`src/rtl/sd_sched_pkg.sv`:
```
// Shared types and constants for the SD read scheduler: FSM states, sector size,
// default timeouts and the byte-counter width.
package sd_sched_pkg;

  typedef enum logic [2:0] {
    S_WAIT_INIT,
    S_IDLE,
    S_ISSUE,
    S_STREAM,
    S_DONE,
    S_FAULT,
    S_DEAD
  } state_e;

  localparam int BLOCK_BYTES       = 512;
  localparam int START_TIMEOUT_DEF = 1024;
  localparam int XFER_TIMEOUT_DEF  = 2000000;
  localparam int BYTE_CNT_W        = 17;

  // 255 blocks * 512 bytes: the largest length a request can ask for
  localparam logic [BYTE_CNT_W-1:0] BYTE_CNT_MAX = 17'd130560;

endpackage

```
`src/rtl/rr_arb2.sv`:
```
// Two-requester round-robin arbiter; on a tie the port not granted last wins.
module rr_arb2 (
  input  logic       clk,
  input  logic       rst,
  input  logic [1:0] req_i,
  input  logic       advance_i,
  output logic [1:0] gnt_o
);

  // last_q = 1 means port 1 was granted last, so port 0 has priority after reset
  logic last_q, last_d;

  always_comb begin
    gnt_o  = req_i;
    last_d = last_q;
    if (req_i == 2'b11) gnt_o = last_q ? 2'b01 : 2'b10;
    if (advance_i && gnt_o != 2'b00) last_d = gnt_o[1];
  end

  always_ff @(posedge clk) begin
    if (rst) last_q <= 1'b1;
    else     last_q <= last_d;
  end

endmodule

```
`src/rtl/sd_read_scheduler.sv`:
```
// Shares one SPI SD sector reader between two requesters: round-robin accept,
// drives the reader, steers its byte stream and reports completion/length errors.
module sd_read_scheduler
  import sd_sched_pkg::*;
#(
  parameter int START_TIMEOUT = START_TIMEOUT_DEF,
  parameter int XFER_TIMEOUT  = XFER_TIMEOUT_DEF
) (
  input  logic        clk,
  input  logic        rst,
  input  logic        req0_valid,
  input  logic [31:0] req0_sector,
  input  logic [7:0]  req0_blocks,
  output logic        req0_ready,
  output logic [7:0]  req0_data,
  output logic        req0_data_valid,
  output logic        req0_done,
  output logic        req0_err,
  input  logic        req1_valid,
  input  logic [31:0] req1_sector,
  input  logic [7:0]  req1_blocks,
  output logic        req1_ready,
  output logic [7:0]  req1_data,
  output logic        req1_data_valid,
  output logic        req1_done,
  output logic        req1_err,
  output logic        rd_start,
  output logic [31:0] rd_sector,
  output logic [7:0]  rd_count,
  input  logic [7:0]  rd_data,
  input  logic        rd_data_valid,
  input  logic        rd_busy,
  input  logic        rd_error,
  output logic [1:0]  grant,
  output logic        sched_busy,
  output logic        sched_fault
);

  function automatic logic [BYTE_CNT_W-1:0] sat_inc(input logic [BYTE_CNT_W-1:0] v);
    return (v >= BYTE_CNT_MAX) ? v : v + BYTE_CNT_W'(1);
  endfunction

  state_e                state_q, state_d;
  logic [31:0]           sector_q, sector_d;
  logic [7:0]            blocks_q, blocks_d;
  logic [1:0]            grant_q, grant_d;
  logic [BYTE_CNT_W-1:0] byte_cnt_q, byte_cnt_d;
  logic [31:0]           tmr_q, tmr_d;
  logic                  low_q, low_d;
  logic [1:0]            zdone_q, zdone_d;
  logic                  fault_q, fault_d;
  logic [7:0]            d0_q, d1_q;
  logic [1:0]            dv_q;

  logic [1:0]            arb_req, arb_gnt;
  logic [7:0]            win_blocks;
  logic [31:0]           win_sector;
  logic [BYTE_CNT_W-1:0] exp_bytes;
  logic                  active, end_pulse, len_err;

  assign arb_req    = (state_q == S_IDLE || state_q == S_DEAD) ? {req1_valid, req0_valid} : 2'b00;
  assign win_blocks = arb_gnt[1] ? req1_blocks : req0_blocks;
  assign win_sector = arb_gnt[1] ? req1_sector : req0_sector;

  rr_arb2 u_arb (
    .clk       (clk),
    .rst       (rst),
    .req_i     (arb_req),
    .advance_i (|arb_gnt),
    .gnt_o     (arb_gnt)
  );

  always_comb begin
    state_d    = state_q;
    sector_d   = sector_q;
    blocks_d   = blocks_q;
    grant_d    = grant_q;
    byte_cnt_d = byte_cnt_q;
    tmr_d      = tmr_q;
    low_d      = low_q;
    zdone_d    = 2'b00;
    fault_d    = fault_q;
    case (state_q)
      S_WAIT_INIT: begin
        low_d = !rd_busy;
        if (rd_error)               state_d = S_FAULT;
        else if (!rd_busy && low_q) state_d = S_IDLE;
      end
      S_IDLE: begin
        if (arb_gnt != 2'b00) begin
          if (win_blocks == 8'd0) begin
            zdone_d = arb_gnt;
          end else begin
            sector_d = win_sector;
            blocks_d = win_blocks;
            grant_d  = arb_gnt;
            tmr_d    = 32'd0;
            state_d  = S_ISSUE;
          end
        end
      end
      S_ISSUE: begin
        tmr_d = tmr_q + 32'd1;
        if (rd_error) begin
          state_d = S_FAULT;
        end else if (rd_busy) begin
          byte_cnt_d = '0;
          tmr_d      = 32'd0;
          state_d    = S_STREAM;
        end else if (tmr_q == 32'(START_TIMEOUT - 1)) begin
          state_d = S_FAULT;
        end
      end
      S_STREAM: begin
        if (rd_data_valid) begin
          byte_cnt_d = sat_inc(byte_cnt_q);
          tmr_d      = 32'd0;
        end else begin
          tmr_d = tmr_q + 32'd1;
        end
        // a byte arriving with busy already low is still presented before done
        if (rd_error)                                            state_d = S_FAULT;
        else if (!rd_busy && !rd_data_valid)                     state_d = S_DONE;
        else if (!rd_data_valid && tmr_q + 32'd1 == 32'(XFER_TIMEOUT)) state_d = S_FAULT;
      end
      S_DONE: begin
        grant_d = 2'b00;
        state_d = S_IDLE;
      end
      S_FAULT: begin
        grant_d = 2'b00;
        fault_d = 1'b1;
        state_d = S_DEAD;
      end
      S_DEAD: begin
        zdone_d = arb_gnt;
      end
      default: state_d = S_WAIT_INIT;
    endcase
  end

  always_ff @(posedge clk) begin
    if (rst) begin
      state_q    <= S_WAIT_INIT;
      sector_q   <= '0;
      blocks_q   <= '0;
      grant_q    <= 2'b00;
      byte_cnt_q <= '0;
      tmr_q      <= '0;
      low_q      <= 1'b0;
      zdone_q    <= 2'b00;
      fault_q    <= 1'b0;
    end else begin
      state_q    <= state_d;
      sector_q   <= sector_d;
      blocks_q   <= blocks_d;
      grant_q    <= grant_d;
      byte_cnt_q <= byte_cnt_d;
      tmr_q      <= tmr_d;
      low_q      <= low_d;
      zdone_q    <= zdone_d;
      fault_q    <= fault_d;
    end
  end

  // stream steering: one cycle of latency, only the owner sees strobes
  always_ff @(posedge clk) begin
    if (rst) begin
      d0_q <= '0;
      d1_q <= '0;
      dv_q <= 2'b00;
    end else begin
      dv_q <= (state_q == S_STREAM && rd_data_valid) ? grant_q : 2'b00;
      if (state_q == S_STREAM && rd_data_valid && grant_q[0]) d0_q <= rd_data;
      if (state_q == S_STREAM && rd_data_valid && grant_q[1]) d1_q <= rd_data;
    end
  end

  assign active    = (state_q == S_ISSUE) || (state_q == S_STREAM) || (state_q == S_DONE);
  assign end_pulse = (state_q == S_DONE) || (state_q == S_FAULT);
  assign exp_bytes = BYTE_CNT_W'(blocks_q) * BYTE_CNT_W'(BLOCK_BYTES);
  assign len_err   = (state_q == S_FAULT) || (byte_cnt_q != exp_bytes);

  assign req0_ready      = arb_gnt[0];
  assign req1_ready      = arb_gnt[1];
  assign req0_data       = d0_q;
  assign req1_data       = d1_q;
  assign req0_data_valid = dv_q[0];
  assign req1_data_valid = dv_q[1];
  assign req0_done       = zdone_q[0] | (end_pulse & grant_q[0]);
  assign req1_done       = zdone_q[1] | (end_pulse & grant_q[1]);
  assign req0_err        = zdone_q[0] | (end_pulse & grant_q[0] & len_err);
  assign req1_err        = zdone_q[1] | (end_pulse & grant_q[1] & len_err);
  assign rd_start        = (state_q == S_ISSUE);
  assign rd_sector       = active ? sector_q : 32'd0;
  assign rd_count        = active ? blocks_q : 8'd0;
  assign grant           = grant_q;
  assign sched_busy      = (state_q != S_IDLE);
  assign sched_fault     = fault_q;

endmodule
```
`config.mk`:
```
export PLATFORM = sky130hd
export DESIGN_NAME = sd_read_scheduler
export DESIGN_NICKNAME = d
export VERILOG_FILES = /design/src/rtl/sd_sched_pkg.sv /design/src/rtl/rr_arb2.sv /design/src/rtl/sd_read_scheduler.sv
export SDC_FILE = /design/constraint.sdc
export NUM_CORES = 1
export LEC_CHECK = 0
export CAP_MARGIN = 5
export CORE_MARGIN = 5
export CORE_UTILIZATION = 50
export CTS_CLUSTER_DIAMETER = 60
export DETAILED_ROUTE_END_ITERATION = 6
export GPL_ROUTABILITY_DRIVEN = 0
export PLACE_DENSITY_LB_ADDON = 0.2
export SETUP_SLACK_MARGIN = 0.15
export SLEW_MARGIN = 0
export SYNTH_ARGS = -nofsm -noshare
export SYNTH_HDL_FRONTEND = slang
export SYNTH_SLANG_ARGS = --single-unit
```
`constraint.sdc`:
```
create_clock -name clk -period 4.7 [get_ports clk]
set_clock_uncertainty 0.15 [all_clocks]
set_input_delay 0.47 -clock clk [delete_from_list [all_inputs] [get_ports clk]]
set_output_delay 0.47 -clock clk [all_outputs]
set_load 0.05 [all_outputs]
```
Word-level counts from Yosys, hierarchy flattened
Cells that the tools add are included.

cells by class
  eq/ne operators = 20
  add/subtract/negate cells = 2
  reduce and logical (&&, ||, !) cells = 28
  multiplexer cells = 35
  bitwise operators = 11
  order comparisons = 1

operators by type and width
  kind                     count
  $mux W32                 7
  $pmux W32 S3             1
  $mux W17                 4
  $pmux W17 S2             1
  $add A32 B1 Y32 const B  1
  $eq A32 B10 Y1 const B   1
  $eq A32 B21 Y1 const B   1
  $mux W3                  10
  $pmux W3 S7              1
  $add A17 B1 Y17 const B  1
  $ge A17 B17 Y1 const B   1
  $ne A17 B17 Y1           1
  $mux W8                  2
  $mux W2                  7
  $eq A3 B3 Y1 const B     3
  $reduce_and A3 Y1        3
  $logic_not A8 Y1         1
  $ne A2 B2 Y1 const B     4
  $pmux W2 S2              2
  $logic_and A1 B1 Y1      7
  $eq A3 B2 Y1 const B     2
  $reduce_and A6 Y1        1
  $reduce_bool A2 Y1       3
  $reduce_or A2 Y1         3
  other kinds (15)         29

storage, ports and cells
  output and inout bits = 69
  register bits after elaboration = 117
  logic and storage cells = 110

Depth between registers and ports, before layout
Gate-level depths: netlist of the first run.

  depth after elaboration = 10
  gate-level depth with buffers = 12
  gate-level depth less buffers = 9

Modules after synthesis
From an unflattened synthesis of the first run, not the netlist that was laid out.

second synthesis, totals
  cell total of the unflattened synthesis = 798
  area total of the unflattened synthesis = 6,451.2 µm²

modules (own cells, without submodules)
  module             seq. area each (µm²)  cells an instance  area an instance (µm²)  times used
  sd_read_scheduler  2,322.2               791                6,389.9                 1
  rr_arb2            20.0                  7                  61.3                    1

Worst setup path after synthesis of the first run
Ideal clock, no wire load.

  kind = register to register
  from = register state_q[1]
  to = register tmr_q[13]
  data arrival time = 2.837 ns
  stages on the path, launching flop included = 13
  period minus slack after synthesis = 3.114 ns
  setup time = 0.128 ns
  path buffers = 4
  required time = 4.422 ns
  setup slack = 1.586 ns
  cell sequence = dfxtp_1 -> buf_2 -> or3b_1 -> clkbuf_1 -> a221o_1 -> buf_2 -> mux2i_1 -> or3_1 -> a21oi_1 -> clkbuf_1 -> o21ai_0 -> a21oi_1 -> nor2_1

on the way
  word-level cells in the longest chain between the ends = 9
  elaborated cells on any way between the ends = 16
  classes of those cells = eq/ne (7); mux (4); reduce/logical (5)

ends and longest elaborated chain
  item                                                 RTL line                                          RTL
  start: declaration                                   sd_read_scheduler.sv:43                           state_e state_q, state_d;
  start signal: assignment                             sd_read_scheduler.sv:154                          state_q <= state_d;
  $eq A3 B1 Y1 / $eq A3 B3 Y1 (equally long branches)  sd_read_scheduler.sv:61, sd_read_scheduler.sv:83
  $logic_or A1 B1 Y1                                   sd_read_scheduler.sv:61                           assign arb_req = (state_q == S_IDLE || state_q == S_DEAD) ? {req1_valid, req0_valid} : 2'b00;
  $mux W2                                              sd_read_scheduler.sv:61
  $eq A2 B2 Y1                                         rr_arb2.sv:16                                     if (req_i == 2'b11) gnt_o = last_q ? 2'b01 : 2'b10;
  $mux W2                                              rr_arb2.sv:16
  $mux W8                                              sd_read_scheduler.sv:62                           assign win_blocks = arb_gnt[1] ? req1_blocks : req0_blocks;
  $logic_not A8 Y1                                     sd_read_scheduler.sv:91                           if (win_blocks == 8'd0) begin
  $ne A2 B2 Y1 (no source line)                        -
  $reduce_and A3 Y1 (no source line)                   -
  end signal: assignment                               sd_read_scheduler.sv:159                          tmr_q <= tmr_d;
  end: declaration                                     sd_read_scheduler.sv:48                           logic [31:0] tmr_q, tmr_d;

Parallel ways exist; a longest one is shown, timed or not.
A chain may end at the register's enable or synchronous reset.

Worst setup path after layout of the first run
  from = register state_q[0]
  to = output port req1_ready

on the way
  word-level cells in the longest chain between the ends = 5
  elaborated cells on any way between the ends = 6
  classes of those cells = eq/ne (3); mux (2); reduce/logical (1)

ends and longest elaborated chain
  item                                                 RTL line                 RTL
  $eq A3 B1 Y1 / $eq A3 B3 Y1 (equally long branches)  sd_read_scheduler.sv:61
  $logic_or A1 B1 Y1 (*)                               sd_read_scheduler.sv:61
  $mux W2 (*)                                          sd_read_scheduler.sv:61
  $eq A2 B2 Y1                                         rr_arb2.sv:16
  $mux W2 (*)                                          rr_arb2.sv:16
  end: declaration                                     sd_read_scheduler.sv:22  output logic req1_ready,

Mark *: on every way between the ends. The rest lies on a longest branch, timed or not.

==> results.rst, run 1 <==
.. list-table::
   :header-rows: 1

   * - Metric
     - Value
   * - Met2 wirelength from detailed routing
     - between 9000 and 10,000 um
   * - Post-layout minimum cycle time
     - 3.58 ns
   * - Vias in the first global route
     - roughly 6,000
   * - Part of the Yosys area used for sequential elements
     - a little under two fifths
   * - Sum Neg Setup Slack
     - 0 ns
   * - Dominant synthesized flop cell
     - dfxtp_1
   * - Crit path capture type
     - output port
   * - Peak per-stage delay on the critical path
     - just over 0.7 ns
   * - Number of enable-type register cells in the synthesized netlist
     - 0
   * - Total nets after synthesis
     - roughly 940
   * - Global-route wire length before repair
     - approximately 30,000 um
   * - Final non-filler cell total
     - approximately 1,200
   * - Relative contribution of combinational cells to total power
     - 34.7%
   * - Proportion of register bits with asynchronous set or reset after synthesis
     - 0%
   * - Total wire length
     - 19,400 um
   * - Number of top-level pins
     - about 160
   * - Clk pin slew, worst setup/hold paths
     - around 0.05 ns
   * - Initial core utilization
     - between 50 and 60%
   * - Most common cell after layout, fill and taps aside
     - clkdlybuf4s50_1
   * - Classification of the worst-slack hold path
     - reg -> reg
   * - DIE WIDTH
     - between 100 and 150 um
   * - Total global-route track usage
     - 25.1%
   * - Flip-flop and latch count after synthesis
     - 117
   * - Critical path required time
     - 4.08 ns
   * - RSZ-0062 raised after global routing
     - false
   * - Remaining max-slew budget at the tightest pin
     - about a third
   * - Latest clock arrival within the worst-skew pair
     - between 0.4 and 0.5 ns
   * - Core box area
     - 12,600 um^2
   * - Mapped Avg Cell Area
     - 7.54 um^2
   * - Post-CTS Hold Buffers
     - 0
   * - Number of different library cells in the post-synthesis netlist
     - 58
   * - Final-stage net count
     - 1,066
   * - Total leakage power
     - 3.08 nW
   * - Net switching fraction of the power
     - a little under two fifths
   * - Final HPWL DP
     - roughly 14,000 um
   * - Count of unresolved DRC violations after routing
     - 0
   * - Root Buffer
     - clkbuf_16
   * - Critical path's top delay family
     - buffers and inverters
   * - Arrival time worst endpoint
     - between 2 and 3 ns
   * - Number of buffers on the longest clock path
     - 2
   * - Antenna violations before repair
     - 0
   * - Peak ir drop on the vdd network
     - between 0.0002 and 0.00025 V
   * - Power per Cell Area
     - ~450 nW/um^2
   * - Global-route congestion overflow total
     - 0
   * - Count of port buffers added during placement
     - ~160
   * - Uppermost routed layer
     - met4
   * - Fillers
     - approximately 1,100
   * - Ratio of cells with drive above 1 in the final layout
     - 5.20%
   * - Outcome
     - complete, no violations
   * - Max frequency
     - ~280 MHz
   * - Via count
     - about 6,600
   * - Avg WL per Cell
     - 16.8 um
   * - Cell count after synthesis
     - approximately 850
   * - Count of yosys warnings during synthesis
     - 0
   * - H-Tree Depth
     - 4
   * - Vertical die dimension
     - about 120 um
   * - Sequential fraction of design power
     - 32.8%
   * - Pre-CTS setup slack
     - around 1.4 ns
   * - Worst Setup Start Kind
     - flop
   * - CTS Buf Count
     - 17
   * - Setup CP Type
     - reg -> out
   * - Vias per cell
     - 5.69
   * - Floorplan row count
     - 41
   * - Part of the cycle the worst path needs
     - approximately three quarters
   * - Final WS setup
     - 1.12 ns
   * - CTS tree
     - yes
   * - Antenna Diode Count
     - 0
   * - Internal Dissipation
     - 2.41 mW
   * - Part of the power in the clock network
     - 32.5%
   * - Final setup vio count
     - 0
   * - Largest net degree at the start of global routing
     - 83
   * - Transition time at the pin with the least slew margin
     - around 1.0 ns
   * - Clk sink count
     - between 100 and 150
   * - Worst path slowest cell
     - dfxtp_1
   * - Cell Count Post-Placement
     - around 1,100
   * - Number of buffers added for setup after CTS
     - 0
   * - Post-synthesis cell area
     - 6380 um^2
   * - Max-cap violations
     - 0
   * - Met1 WL
     - ~8100 um
   * - Die outline area
     - ~15,000 um^2
   * - Final number of max-transition violations
     - 0
   * - Layout area overhead
     - 34.3%
   * - Switch Pwr
     - approximately 1.4 mW
   * - Antenna Violating Nets Remaining
     - 0
   * - Detailed Route Iter0 Violations
     - roughly 510
   * - Cell Chain, Critical Path
     - or3b_1, a221o_1, clkinv_1, buf_4
   * - CP Buf/Inv Count
     - 2
   * - Highest net fanout along the worst path
     - 33
   * - First-pass detailed-route iteration total
     - 7
   * - Final count of hold timing violations
     - 0
   * - Routed met3 length
     - between 1000 and 1500 um
   * - Top library cells by usage in the layout, fill and taps aside
     - 161 x clkdlybuf4s50_1, 128 x nand2_1, 125 x nor2_1
   * - Number of instances resized during post-cts repair
     - 0
==> cell type report <==
class | instances | area, um^2 | share of cell area, %
flip-flops and latches | 117 | 2340 | 27.3
clock buffers | 23 | 458 | 5.34
repair buffers | 171 | 1690 | 19.7
clock inverters | 9 | 104 | 1.21
multi-input cells | 649 | 3720 | 43.4
inverters | 12 | 45.0 | 0.526
well taps | 172 | 215 | 2.51
==> metrics by stage <==
step                      hold WS, ns  area [um^2]  utilization [%]  total power [mW]
final                           0.322         8570             68.2              3.83
after global routing            0.361         8570             68.2              4.03
after CTS                       0.321         8570             68.2              3.84
after detailed placement        0.306         8010             63.7              2.60
after global placement          0.298         8010             63.7              2.58
after floorplan                 0.317         6380                -              2.19
==> cell usage after synthesis (all sizes together), types with 3 or more instances <==
master	instances	area [um^2]
nor4	22	150
nor2	125	469
xor2	12	105
nand4	20	125
inv	11	41.3
and3	9	63.8
and2	6	37.5
a21oi	44	220
and4	7	63.8
a211oi	4	30.0
or3	7	43.8
a311oi	44	385
nand2	130	498
a21o	3	22.5
nand3b	3	22.5
dfxtp	117	2340
clkbuf	48	180
nand3	21	105
o21a	3	22.5
or4	8	63.8
nand4b	3	26.3
buf	20	104
xnor2	21	184
ha	3	37.5
o21ai	35	175
nand2b	4	25.0
a31oi	5	31.3
nor2b	42	263
nor3	23	115
mux2i	19	190
==> worst reg2reg max path, cell delays in order, from the launching register on <==
cell and delay (ns):
dfxtp_1 0.71, or3b_1 0.53, a221o_1 0.41, mux2i_1 0.19, nor3_2 0.17, buf_4 0.64
nor2_1 0.11, a311oi_1 0.32
==> path summary, 6_finish.rpt <==
path | depth (start not counted) | endpoint | slack (ns) | startpoint
max reg2reg | 7 | blocks_q[2] | 1.37 | state_q[0]
min | 2 | sched_fault | 0.32 | sched_fault
min reg2reg | 2 | sched_fault | 0.32 | sched_fault
max | 4 | req1_ready | 1.12 | state_q[0]
==> logic make-up after synthesis <==
logic type | after synthesis | synth area share (%)
XOR/XNOR | 33 | 4.53
adder cells (fa/ha/maj) | 3 | 0.588
AO/OA/AOI/OAI | 157 | 16.5
flip-flops | 117 | 36.7
multiplexers | 19 | 2.98
AND/OR/NAND/NOR | 437 | 33.5
buffers and inverters | 80 | 5.16
==> flip-flops by register name, indices dropped and copies added, names as in the netlist <==
signal / count
sector_q: 32
tmr_q: 32
byte_cnt_q: 17
blocks_q: 8
req0_data: 8
req1_data: 8
state_q: 3
dv_q: 2
grant: 2
zdone_q: 2
low_q: 1
sched_fault: 1
u_arb.last_q: 1
==> layer usage <==
metal	up-vias	GRT usage (%)
met4	0	11.1
met1	3020	31.6
met5	-	0
met3	37	5.90
li1	3246	-
met2	252	41.1
==> power groups by stage <==
stage / Combinational, mW / Sequential, mW / Clock (mW)
floorplan: 0.958 / 1.23 / 0
global placement: 1.31 / 1.27 / 0
detailed placement: 1.33 / 1.27 / 0
CTS: 1.33 / 1.25 / 1.26
global route: 1.44 / 1.28 / 1.31
finish: 1.33 / 1.25 / 1.25
Note: power is estimated with default switching activity, not from simulation.
==> inputs of run 2 (changes only) <==
Clock period 4.7 ns to 3.5 ns, I/O delays scaled along.
==> results.rst, run 2 (synthesis gave the netlist of run 1 again) <==
.. list-table::
   :header-rows: 1

   * - Metric
     - Value
   * - Floorplan row count
     - 41 (unchanged)
   * - CTS Buf Count
     - 17 (unchanged)
   * - Vias in the first global route
     - 6,134 (+4.0%)
   * - Top library cells by usage in the layout, fill and taps aside
     - 128 x nand2_1, 125 x nor2_1, 121 x clkdlybuf4s50_1
   * - Sequential fraction of design power
     - 30.6% (-2.2 points)
   * - CTS tree
     - yes
   * - Core box area
     - 12,600 um^2 (unchanged)
   * - Number of buffers on the longest clock path
     - 2 (unchanged)
   * - Root Buffer
     - clkbuf_16
   * - Die outline area
     - 15,100 um^2 (unchanged)
   * - Count of port buffers added during placement
     - 163 (unchanged)
   * - H-Tree Depth
     - 4 (unchanged)
   * - Setup CP Type
     - reg -> out
   * - Total global-route track usage
     - 25.5% (+0.43 points)
   * - Peak per-stage delay on the critical path
     - 0.83 ns (+0.12 ns)
   * - DP Area
     - 8050 um^2 (+0.53%)
   * - Transition time at the pin with the least slew margin
     - 0.664 ns (-0.345 ns)
   * - Antenna Violating Nets Remaining
     - 0 (unchanged)
   * - Peak ir drop on the vdd network
     - 0.000340 V (+66%)
   * - Internal Dissipation
     - 3.53 mW (+46%)
   * - Post-layout instance area
     - 8820 um^2 (+2.9%)
   * - First-pass detailed-route iteration total
     - 5 (-2)
   * - Vias per cell
     - 5.72 (+0.60%)
   * - Start point of the critical path
     - state_q[2]
   * - RSZ-0062 raised after global routing
     - true
   * - Global-route congestion overflow total
     - 0 (unchanged)
   * - Antenna Diode Count
     - 0 (unchanged)
   * - Final HPWL DP
     - 13,600 um (+0.32%)
   * - Most common cell after layout, fill and taps aside
     - nand2_1
   * - Cell Chain, Critical Path
     - nor2b_2, a21oi_2, buf_4, nor2b_1, clkdlybuf4s50_1
   * - Final setup vio count
     - 0 (unchanged)
   * - Worst path slowest cell
     - clkdlybuf4s50_1
   * - Final WS setup
     - 0.266 ns (-0.854 ns)
   * - Detailed Route Iter0 Violations
     - 561 (+11%)
   * - Number of buffers added for setup after CTS
     - 0 (unchanged)
   * - Outcome
     - complete, no violations
   * - Worst Setup Start Kind
     - flop
   * - Antenna violations before repair
     - 0 (unchanged)
   * - Power per Cell Area
     - 619 nW/um^2 (+39%)
   * - Total leakage power
     - 3.88 nW (+26%)
   * - Relative contribution of combinational cells to total power
     - 33.5% (-1.2 points)
   * - Remaining max-slew budget at the tightest pin
     - 55.6% (+23 points)
   * - Number of top-level pins
     - 164 (unchanged)
   * - Max frequency
     - about 300 MHz
   * - HP Start
     - rst
   * - Latest clock arrival within the worst-skew pair
     - 0.42 ns (about the same)
   * - Part of the power in the clock network
     - 35.9% (+3.4 points)
   * - Registers with the highest flip-flop counts
     - sector_q (32), tmr_q (32), byte_cnt_q (17)
   * - Critical path required time
     - 3.00 ns (-1.08 ns)
   * - Avg WL per Cell
     - 17.0 um (+1.3%)
   * - Highest net fanout along the worst path
     - 40 (+21%)
   * - Final count of hold timing violations
     - 0 (unchanged)
   * - Post-layout minimum cycle time
     - 3.23 ns
   * - Ratio of cells with drive above 1 in the final layout
     - 6.09% (+0.89 points)
   * - Pre-CTS setup slack
     - 0.529 ns (-0.894 ns)
   * - Classification of the worst-slack hold path
     - in -> reg
   * - Initial core utilization
     - 50.8% (unchanged)
   * - Count of unresolved DRC violations after routing
     - 0 (unchanged)
   * - Sum Neg Setup Slack
     - 0 ns (unchanged)
   * - Global-route wire length before repair
     - 30,600 um (+1.6%)
   * - CP Buf/Inv Count
     - 2 (unchanged)
   * - Net switching fraction of the power
     - 35.4% (-1.6 points)
   * - Max-cap violations
     - 0 (unchanged)
   * - Layout area overhead
     - 38.2%
   * - Final number of max-transition violations
     - 0 (unchanged)
   * - Critical path's top delay family
     - buffers and inverters
   * - Part of the cycle the worst path needs
     - roughly 90%
   * - Clk pin slew, worst setup/hold paths
     - 0.05 ns (about the same)
   * - Clk sink count
     - 117 (unchanged)
   * - Switch Pwr
     - 1.93 mW (+36%)
   * - Vertical die dimension
     - 123 um (unchanged)
   * - Overall Power
     - 5.46 mW (+43%)
   * - DIE WIDTH
     - 123 um (unchanged)
   * - Arrival time worst endpoint
     - 2.73 ns (-0.23 ns)
   * - Fraction of the core area covered by cells at the end of the flow
     - 70.2% (+2.0 points)
   * - Largest net degree at the start of global routing
     - 76 (-8.4%)
   * - Via count
     - 6,617 (+0.95%)
   * - Total wire length
     - 19,700 um (+1.6%)
   * - Final-stage net count
     - 1,070 (+0.38%)
   * - R2R Path Start
     - tmr_q[0]
   * - Crit path capture type
     - output port
   * - Post-CTS Hold Buffers
     - 0 (unchanged)
-- run 2: cell count changes in the layout (fill, tap and decap cells not counted), sizes merged --
cell / before / now
clkdlybuf4s50: 161 / 121
dlymetal6s2s: 0 / 40
buf: 10 / 14
bufinv: 2 / 6
clkbuf: 23 / 19
clkinv: 6 / 5
clkinvlp: 2 / 3
-- run 2: worst reg2reg max path: stages (launching register included) --
cell     delay, ns
dfxtp_1       0.44
ha_1          0.31
nand3_1       0.24
nor3_1        0.44
a31oi_1       0.23
nor4b_4       0.43
nand4_1       0.20
or3_1         0.38
a31oi_1       0.15
-- run 2: power by group through the flow --
stage,registers (mW),clock network (mW),logic [mW]
after floorplan,1.65,0,1.29
after global placement,1.69,0,1.80
after detailed placement,1.69,0,1.82
after CTS,1.66,1.99,1.83
after global routing,1.70,2.05,1.99
final,1.67,1.96,1.83
-- run 2: stage by stage --
stage / instances / hold WS [ns]
finish: 1157 / 0.246
global route: 1157 / 0.251
CTS: 1157 / 0.225
detailed placement: 1125 / 0.310
global placement: 1125 / 0.303
floorplan: 846 / 0.296
-- run 2: path summary, 6_finish.rpt --
path | slack (ns) | endpoint | depth (start not counted)
hold / removal | 0.25 | tmr_q[10] | 2
hold reg to reg | 0.33 | sched_fault | 2
setup reg to reg | 0.44 | state_q[2] | 8
setup / recovery | 0.27 | rd_sector[1] | 5
-- run 2: what timing repair did --
action / in CTS / in global routing
endpoints found under the hold margin: 0 / 0
gates resized for setup: 0 / 42
endpoints found under the setup margin: 0 / 42
-- run 2: layer usage --
metal	part of all wire (%)	wire [um]	vias up	global-route usage, %
met5	0	0	-	0
met4	3.2	627	0	12.6
met3	7.3	1440	49	6.91
met2	49	9560	254	42.2
met1	41	8070	3069	30.7
li1	-	-	3245	-
-- run 2: final cells by class --
| cell class | count | area, um^2 |
|---|---|---|
| timing repair buffer | 175 | 1830 |
| clock inverter | 13 | 230 |
| sequential | 117 | 2340 |
| fill | 1012 | 3750 |
| multi-input combinational | 649 | 3720 |
| clock buffer | 19 | 433 |
| tap | 172 | 215 |
| inverter | 12 | 45.0 |
